## config.mk

```make
export PLATFORM = sky130hd
export DESIGN_NAME = instr_fetch_unit
export DESIGN_NICKNAME = d
export VERILOG_FILES = /design/src/rtl/instr_fetch_unit.sv
export SDC_FILE = /design/constraint.sdc
export NUM_CORES = 1
export LEC_CHECK = 0
export CELL_PAD_IN_SITES_DETAIL_PLACEMENT = 0
export CELL_PAD_IN_SITES_GLOBAL_PLACEMENT = 2
export CORE_UTILIZATION = 25
export CTS_CLUSTER_SIZE = 8
export DETAILED_ROUTE_END_ITERATION = 7
export GPL_ROUTABILITY_DRIVEN = 0
export MAX_ROUTING_LAYER = met4
export PLACE_DENSITY = 0.93
export SLEW_MARGIN = 30
export SYNTH_ARGS = -nofsm -noshare
export SYNTH_HDL_FRONTEND = slang
export SYNTH_SLANG_ARGS = --single-unit
export TNS_END_PERCENT = 20
```

## constraint.sdc

```tcl
create_clock -name clk_i -period 2.4 [get_ports clk_i]
set_input_delay 0.36 -clock clk_i [delete_from_list [all_inputs] [get_ports clk_i]]
set_output_delay 0.36 -clock clk_i [all_outputs]
set_load 0.005 [all_outputs]
```

## src/rtl/instr_fetch_unit.sv

```systemverilog
// instr_fetch_unit: fetch stage sitting between the program counter and decode.
// On a fetch request it samples the PC and runs one req/gnt/rvalid transaction
// on the instruction-memory port. It then captures the returned word and its
// address, and pulses the PC enable so the PC advances to PCNext.
// Optional feature macro: FETCH_MISALIGN_CHECK_EN. When defined, a PC with
// non-zero low bits faults instead of going to memory.

package riscv_pkg;
  localparam int unsigned XLEN = 32;
endpackage

module instr_fetch_unit
  import riscv_pkg::*;
#(
  parameter logic [31:0]     RESET_INSTR = 32'h0000_0013,
  parameter logic [XLEN-1:0] RESET_PC    = 32'h8000_0000
) (
  input  logic            clk_i,
  input  logic            rstn_i,
  input  logic [XLEN-1:0] PC_i,
  input  logic            fetch_req_i,
  output logic            imem_req_o,
  output logic [XLEN-1:0] imem_addr_o,
  input  logic            imem_gnt_i,
  input  logic            imem_rvalid_i,
  input  logic [31:0]     imem_rdata_i,
  output logic [31:0]     Instr_o,
  output logic [XLEN-1:0] OldPC_o,
  output logic            instr_valid_o,
  output logic            pc_en_o,
  output logic            busy_o,
  output logic            fault_o
);

  typedef enum logic [1:0] {IDLE, REQ, WAIT, RESP} state_t;

  state_t state;

  // Busy is the only output decoded from state. It is high for the whole
  // transaction, including the RESP cycle.
  assign busy_o = (state != IDLE);

  // Fetch FSM with registered outputs. imem_addr_o doubles as the latched
  // fetch address, so it stays stable from REQ until the response is captured.
  // NOTE: sequential state uses non-blocking (<=) so every register samples
  // pre-edge values. Blocking here would create order-dependent races.
  always_ff @(posedge clk_i) begin
    if (!rstn_i) begin
      state         <= IDLE;
      imem_req_o    <= 1'b0;
      imem_addr_o   <= RESET_PC;
      Instr_o       <= RESET_INSTR;
      OldPC_o       <= RESET_PC;
      instr_valid_o <= 1'b0;
      pc_en_o       <= 1'b0;
      fault_o       <= 1'b0;
    end else begin
      // Completion strobes are single-cycle. They are re-asserted only on the
      // transition into RESP.
      instr_valid_o <= 1'b0;
      pc_en_o       <= 1'b0;
      fault_o       <= 1'b0;

      case (state)
        IDLE: begin
          if (fetch_req_i) begin
`ifdef FETCH_MISALIGN_CHECK_EN
            if (PC_i[1:0] != 2'b00) begin
              // Misaligned PC: no memory traffic. Report the faulting
              // address and keep the last good instruction.
              OldPC_o <= PC_i;
              fault_o <= 1'b1;
              state   <= RESP;
            end else
`endif
            begin
              imem_addr_o <= PC_i;
              imem_req_o  <= 1'b1;
              state       <= REQ;
            end
          end
        end

        REQ: begin
          // Request held with no timeout. Any rvalid seen here is ignored.
          if (imem_gnt_i) begin
            imem_req_o <= 1'b0;
            state      <= WAIT;
          end
        end

        WAIT: begin
          if (imem_rvalid_i) begin
            Instr_o       <= imem_rdata_i;
            OldPC_o       <= imem_addr_o;
            instr_valid_o <= 1'b1;
            pc_en_o       <= 1'b1;
            state         <= RESP;
          end
        end

        RESP: begin
          // A fetch_req_i seen here is dropped. The next fetch may start in
          // the IDLE cycle that follows.
          state <= IDLE;
        end

        default: state <= IDLE;
      endcase
    end
  end

endmodule

```

; Word level (Yosys, flattened, before mapping)
; Cells that the tools add are included.
; Widths: inputs -> output; s select.
[totals]
reg_bits = 100
latch_bits = 0
mem_bits_rw = 0
mem_bits_ro = 0
in_bits = 69
out_inout_bits = 101
elab_cells = 28
mem_count = 0
[op_classes]
add_sub_neg = 0
multipliers = 0
div = 0
order_cmp = 0
n_eq_ne = 6
shifts = 0
mux = 8
bitwise_logic = 0
reduce_logical = 8
[op_table]
columns = cell, n
row1 = $pmux 2 s4, 1
row2 = $mux 2, 3
row3 = $ne 2x2->1 const B, 3
row4 = $reduce_and 2->1, 3
row5 = $reduce_and 3->1, 2
row6 = $eq 2x2->1 const B, 2
row7 = $reduce_bool 2->1, 2
row8 = $mux 1, 3
row9 = $eq 2x1->1 const B, 1
row10 = $logic_not 2->1, 1
row11 = $pmux 1 s2, 1

; Logic depth before layout (Yosys ltp)
[logic_depth]
depth_word = 3
depth_mapped = 7
ltp_nobuf = 5

; Worst setup path before layout
; No wires, ideal clock.
[synth_path]
path_kind = register to register
start = register state[1]
end = register state[1]
setup_time_ps = 72
arrival_time_ps = 1264
t_required_ps = 2328
setup_slack_ps = 1064
path_stages_with_launch = 6
path_buffers = 0
synth_period_minus_slack_ps = 1336
path_cell_list = dfxtp_1 inv_1 ha_1 and2b_2 a221oi_1 mux2i_1
[synth_via]
elab_chain_len = 3
word_cells_on_any_way = 9
cone_classes = 6 x eq/ne / 1 x mux / 2 x reduce/logical
[synth_rtl]
columns = element, line_no
row1 = start: declaration, 37  ; state_t state;
row2 = start signal: assignment, 49  ; state <= IDLE;
row3 = start signal: assignment, 79  ; state <= REQ;
row4 = start signal: assignment, 88  ; state <= WAIT;
row5 = "$eq 2x2->1, or another cell as far along", 64  ; case (state)
row6 = $ne 2x2->1 (no line), -
row7 = $reduce_and 3->1 (no line), -
; Several ways; a longest one is shown, not always the timed one.
; A chain may end at the register's enable or synchronous reset.

; Worst setup path after layout
[layout_path]
start = register state[0]
end = output port busy_o
[layout_via]
elab_chain_len = 1
[layout_rtl]
columns = element, line_no
row1 = $reduce_bool 2->1, 41  ; assign busy_o = (state != IDLE);
row2 = end: declaration, 31  ; output logic busy_o,
; No other way between the ends.

==> impl_metrics.json <==
{
  "outcome": "finished, violations left",
  "violations": "DRC",
  "crit_cells": 4,
  "grt_max_degree": 102,
  "drv_cap": 0,
  "vdd_drop_max_uv": 481,
  "dpl.cell_count": 773,
  "crit_top_cell": "inv_1",
  "crit_chain": "inv_1 > ha_1 > inv_1 > clkdlybuf4s50_1",
  "syn_avg_cell_area_um2": 8.54,
  "htreeDepth": 3,
  "ys.flop_type": "dfxtp_1",
  "cts_resized": 0,
  "fin_skew_ns": 0.00580,
  "leakagePower_nw": 2.10,
  "setup.worst_path.class": "reg2out",
  "setup-violations-final": 0,
  "worst_ep_required_time_ns": 2.04,
  "critPathCaptureType": "output port",
  "die_w_um": 126,
  "wl_per_cell_um": 13.1,
  "synth_edf_count": 0,
  "cts_buffer_depth": 2,
  "grt_pass1_vias": 3265,
  "cp_top_family": "buffers and inverters",
  "dieArea_mm2": 0.0158,
  "start_util_pct": 26.0,
  "grt_pass1_wl_um": 16500,
  "power_mw": 4.81,
  "final_common_cell": "nand2_1",
  "worstReg2RegStart": "state[1]$_SDFFE_PN0P_",
  "syn-num-nets": 519,
  "cts_inserted_buffers": 9,
  "yosys-top-cells-area": "dfxtp_1, nand2_1, a21boi_1, a21boi_0, buf_6",
  "hold_class": "reg2reg",
  "core_mm2": 0.0147,
  "finalCritPeriodShare_pct": 82.7,
  "ys_seq_elements": 100,
  "setup_tns_ns": 0,
  "insertion_delay_ns": 0.34,
  "cts-root-buf": "clkbuf_16",
  "antennaDiodeCount": 0,
  "async_reset_ff_share_pct": 0,
  "path_clk_slew_ns": 0.07,
  "drive_gt1_share_pct": 4.63,
  "track_usage_pct": 13.8,
  "ys_warn_count": 0,
  "viasPerCell": 4.32,
  "ys_types": 22,
  "hold_violations": 0,
  "clkPwrFrac_pct": 30.4,
  "drt_pass1_iterations": 6,
  "worstPathArrival_ns": 1.62,
  "pre_cts_slack_ns": 0.636,
  "cts_sinks": 100,
  "fmax_mhz": 504,
  "antenna_found_initial": 0,
  "syn_area_mm2": 0.00382,
  "final_util_pct": 40.0,
  "r2r_cells": 5,
  "netlist.area_leader.share_pct": 52.4,
  "fin_cells": 789,
  "startpoint": "state[0]$_SDFFE_PN0P_",
  "fp-row-count": 44,
  "cpMaxStageDelayCell": "clkdlybuf4s50_1",
  "cp-endpoint": "busy_o",
  "cp-start-kind": "flop",
  "synth_area_leader_cell": "dfxtp_1",
  "seqPwrFrac_pct": 41.7,
  "layout_common_cells": "nand2_1, clkdlybuf4s50_1, dfxtp_1",
  "die-height_um": 126,
  "ys_seq_area_share_pct": 52.4,
  "post_cts_buffers": 0,
  "cp_max_fo": 6,
  "drc_errors": 10,
  "worst_slack_ns": 0.416,
  "nets": 672,
  "power_frac_comb_pct": 27.8,
  "switching_power_mw": 1.42,
  "ios": 170,
  "drt_iter0_markers": 164,
  "power.density_mw_per_mm2": 818,
  "rrSetupSlack_ns": 0.85,
  "vias": 3411,
  "cts_hold_buf": 0,
  "slowest_delay_ns": 0.49,
  "p_int_mw": 3.39,
  "portBuffers": 168,
  "grt_setup_unrepaired": "no",
  "p_sw_share_pct": 29.4,
  "wl_um": 10300,
  "post-dp-hpwl_um": 7100,
  "r2r-end": "state[1]$_SDFFE_PN0P_",
  "worst-path-buf-inv": 3,
  "syn_inst": 447,
  "cts_tree": "done",
  "fin_crit_ns": 1.98,
  "drv_slew": 0,
  "ant_nets": 0,
  "overflow": 0,
  "synthToLayoutAreaGrowth_pct": 53.9
}
## power groups by stage
| stage | clock [mW] | combinational [mW] | sequential (mW) |
|---|---|---|---|
| 4_1_cts | 1.52 | 1.38 | 2.01 |
| 3_5_place_dp | 0 | 1.37 | 2.05 |
| 2_1_floorplan | 0 | 0.724 | 2.04 |
| 6_report | 1.46 | 1.34 | 2.01 |
| 5_1_grt | 1.59 | 1.50 | 2.04 |
| 3_3_place_gp | 0 | 1.35 | 2.04 |
## per-layer routing
metal  GRT usage (%)  vias up  routed length, um
met4            2.80        0                 84
met2            22.5      109               4850
met1            16.1     1568               4700
met3            5.22        7                692
li1                -     1727                  -
met5               -        -                  0
## state kept, by name, summed over array words and instances, names as in the netlist
signal and flops:
state 2, imem_req_o 1, imem_addr_o 32, pc_en_o 1, OldPC_o 32, Instr_o 32
## metrics by stage
stage	instance area, um2	hold WS (ns)
final	5880	0.453
after global routing	5880	0.475
after CTS	5880	0.456
after detailed placement	5570	0.446
after global placement	5570	0.442
after floorplan	3820	0.451
## worst min path at each step
stage	startpoint	endpoint	cells past startpoint	slack, ns
floorplan	Instr_o[10]$_SDFFE_PN0P_	Instr_o[10]$_SDFFE_PN0P_	2	0.45
global placement	Instr_o[26]$_SDFFE_PN0P_	Instr_o[26]$_SDFFE_PN0P_	2	0.44
detailed placement	Instr_o[12]$_SDFFE_PN0P_	Instr_o[12]$_SDFFE_PN0P_	2	0.45
CTS	Instr_o[12]$_SDFFE_PN0P_	Instr_o[12]$_SDFFE_PN0P_	2	0.46
global route	Instr_o[3]$_SDFFE_PN0P_	Instr_o[3]$_SDFFE_PN0P_	2	0.47
finish	Instr_o[26]$_SDFFE_PN0P_	Instr_o[26]$_SDFFE_PN0P_	2	0.45
## final cells by class
cell class / instances / area [um2]
Clock buffer: 11 / 243
Clock inverter: 5 / 61.3
Fill cell: 1470 / 8820
Inverter: 5 / 18.8
Multi-Input combinational cell: 309 / 1580
Sequential cell: 100 / 2000
Tap cell: 184 / 230
Timing Repair Buffer: 175 / 1740
## worst reg2reg max path: cells and delay by family (launching register included)
| kind | cells | cell delay, ns |
|---|---|---|
| AND/OR/NAND/NOR | 1 | 0.21 |
| buffers and inverters | 1 | 0.07 |
| adder cells (fa/ha/maj) | 1 | 0.22 |
| multiplexers | 1 | 0.24 |
| AO/OA/AOI/OAI | 1 | 0.38 |
| flip-flops | 1 | 0.36 |
## synthesized netlist by cell type (2+ instances only)
master and number:
dfxtp_1 100, buf_6 9, a21boi_1 65, nand3_1 5, buf_2 11, and2_1 2
nand2_1 198, clkbuf_1 9, a21boi_0 26, ha_1 3, inv_1 5, buf_4 4
## cells by family after synthesis
| family | share of synthesized area (%) |
|---|---|
| AOI/OAI and AO/OA | 18.8 |
| adders and majority gates | 0.983 |
| buffers and inverters | 6.26 |
| DFF | 52.4 |
| muxes | 0.262 |
| other | 0.0982 |
| and+or+nand+nor | 21.2 |
No activity file was read; power rests on OpenSTA's default activity.
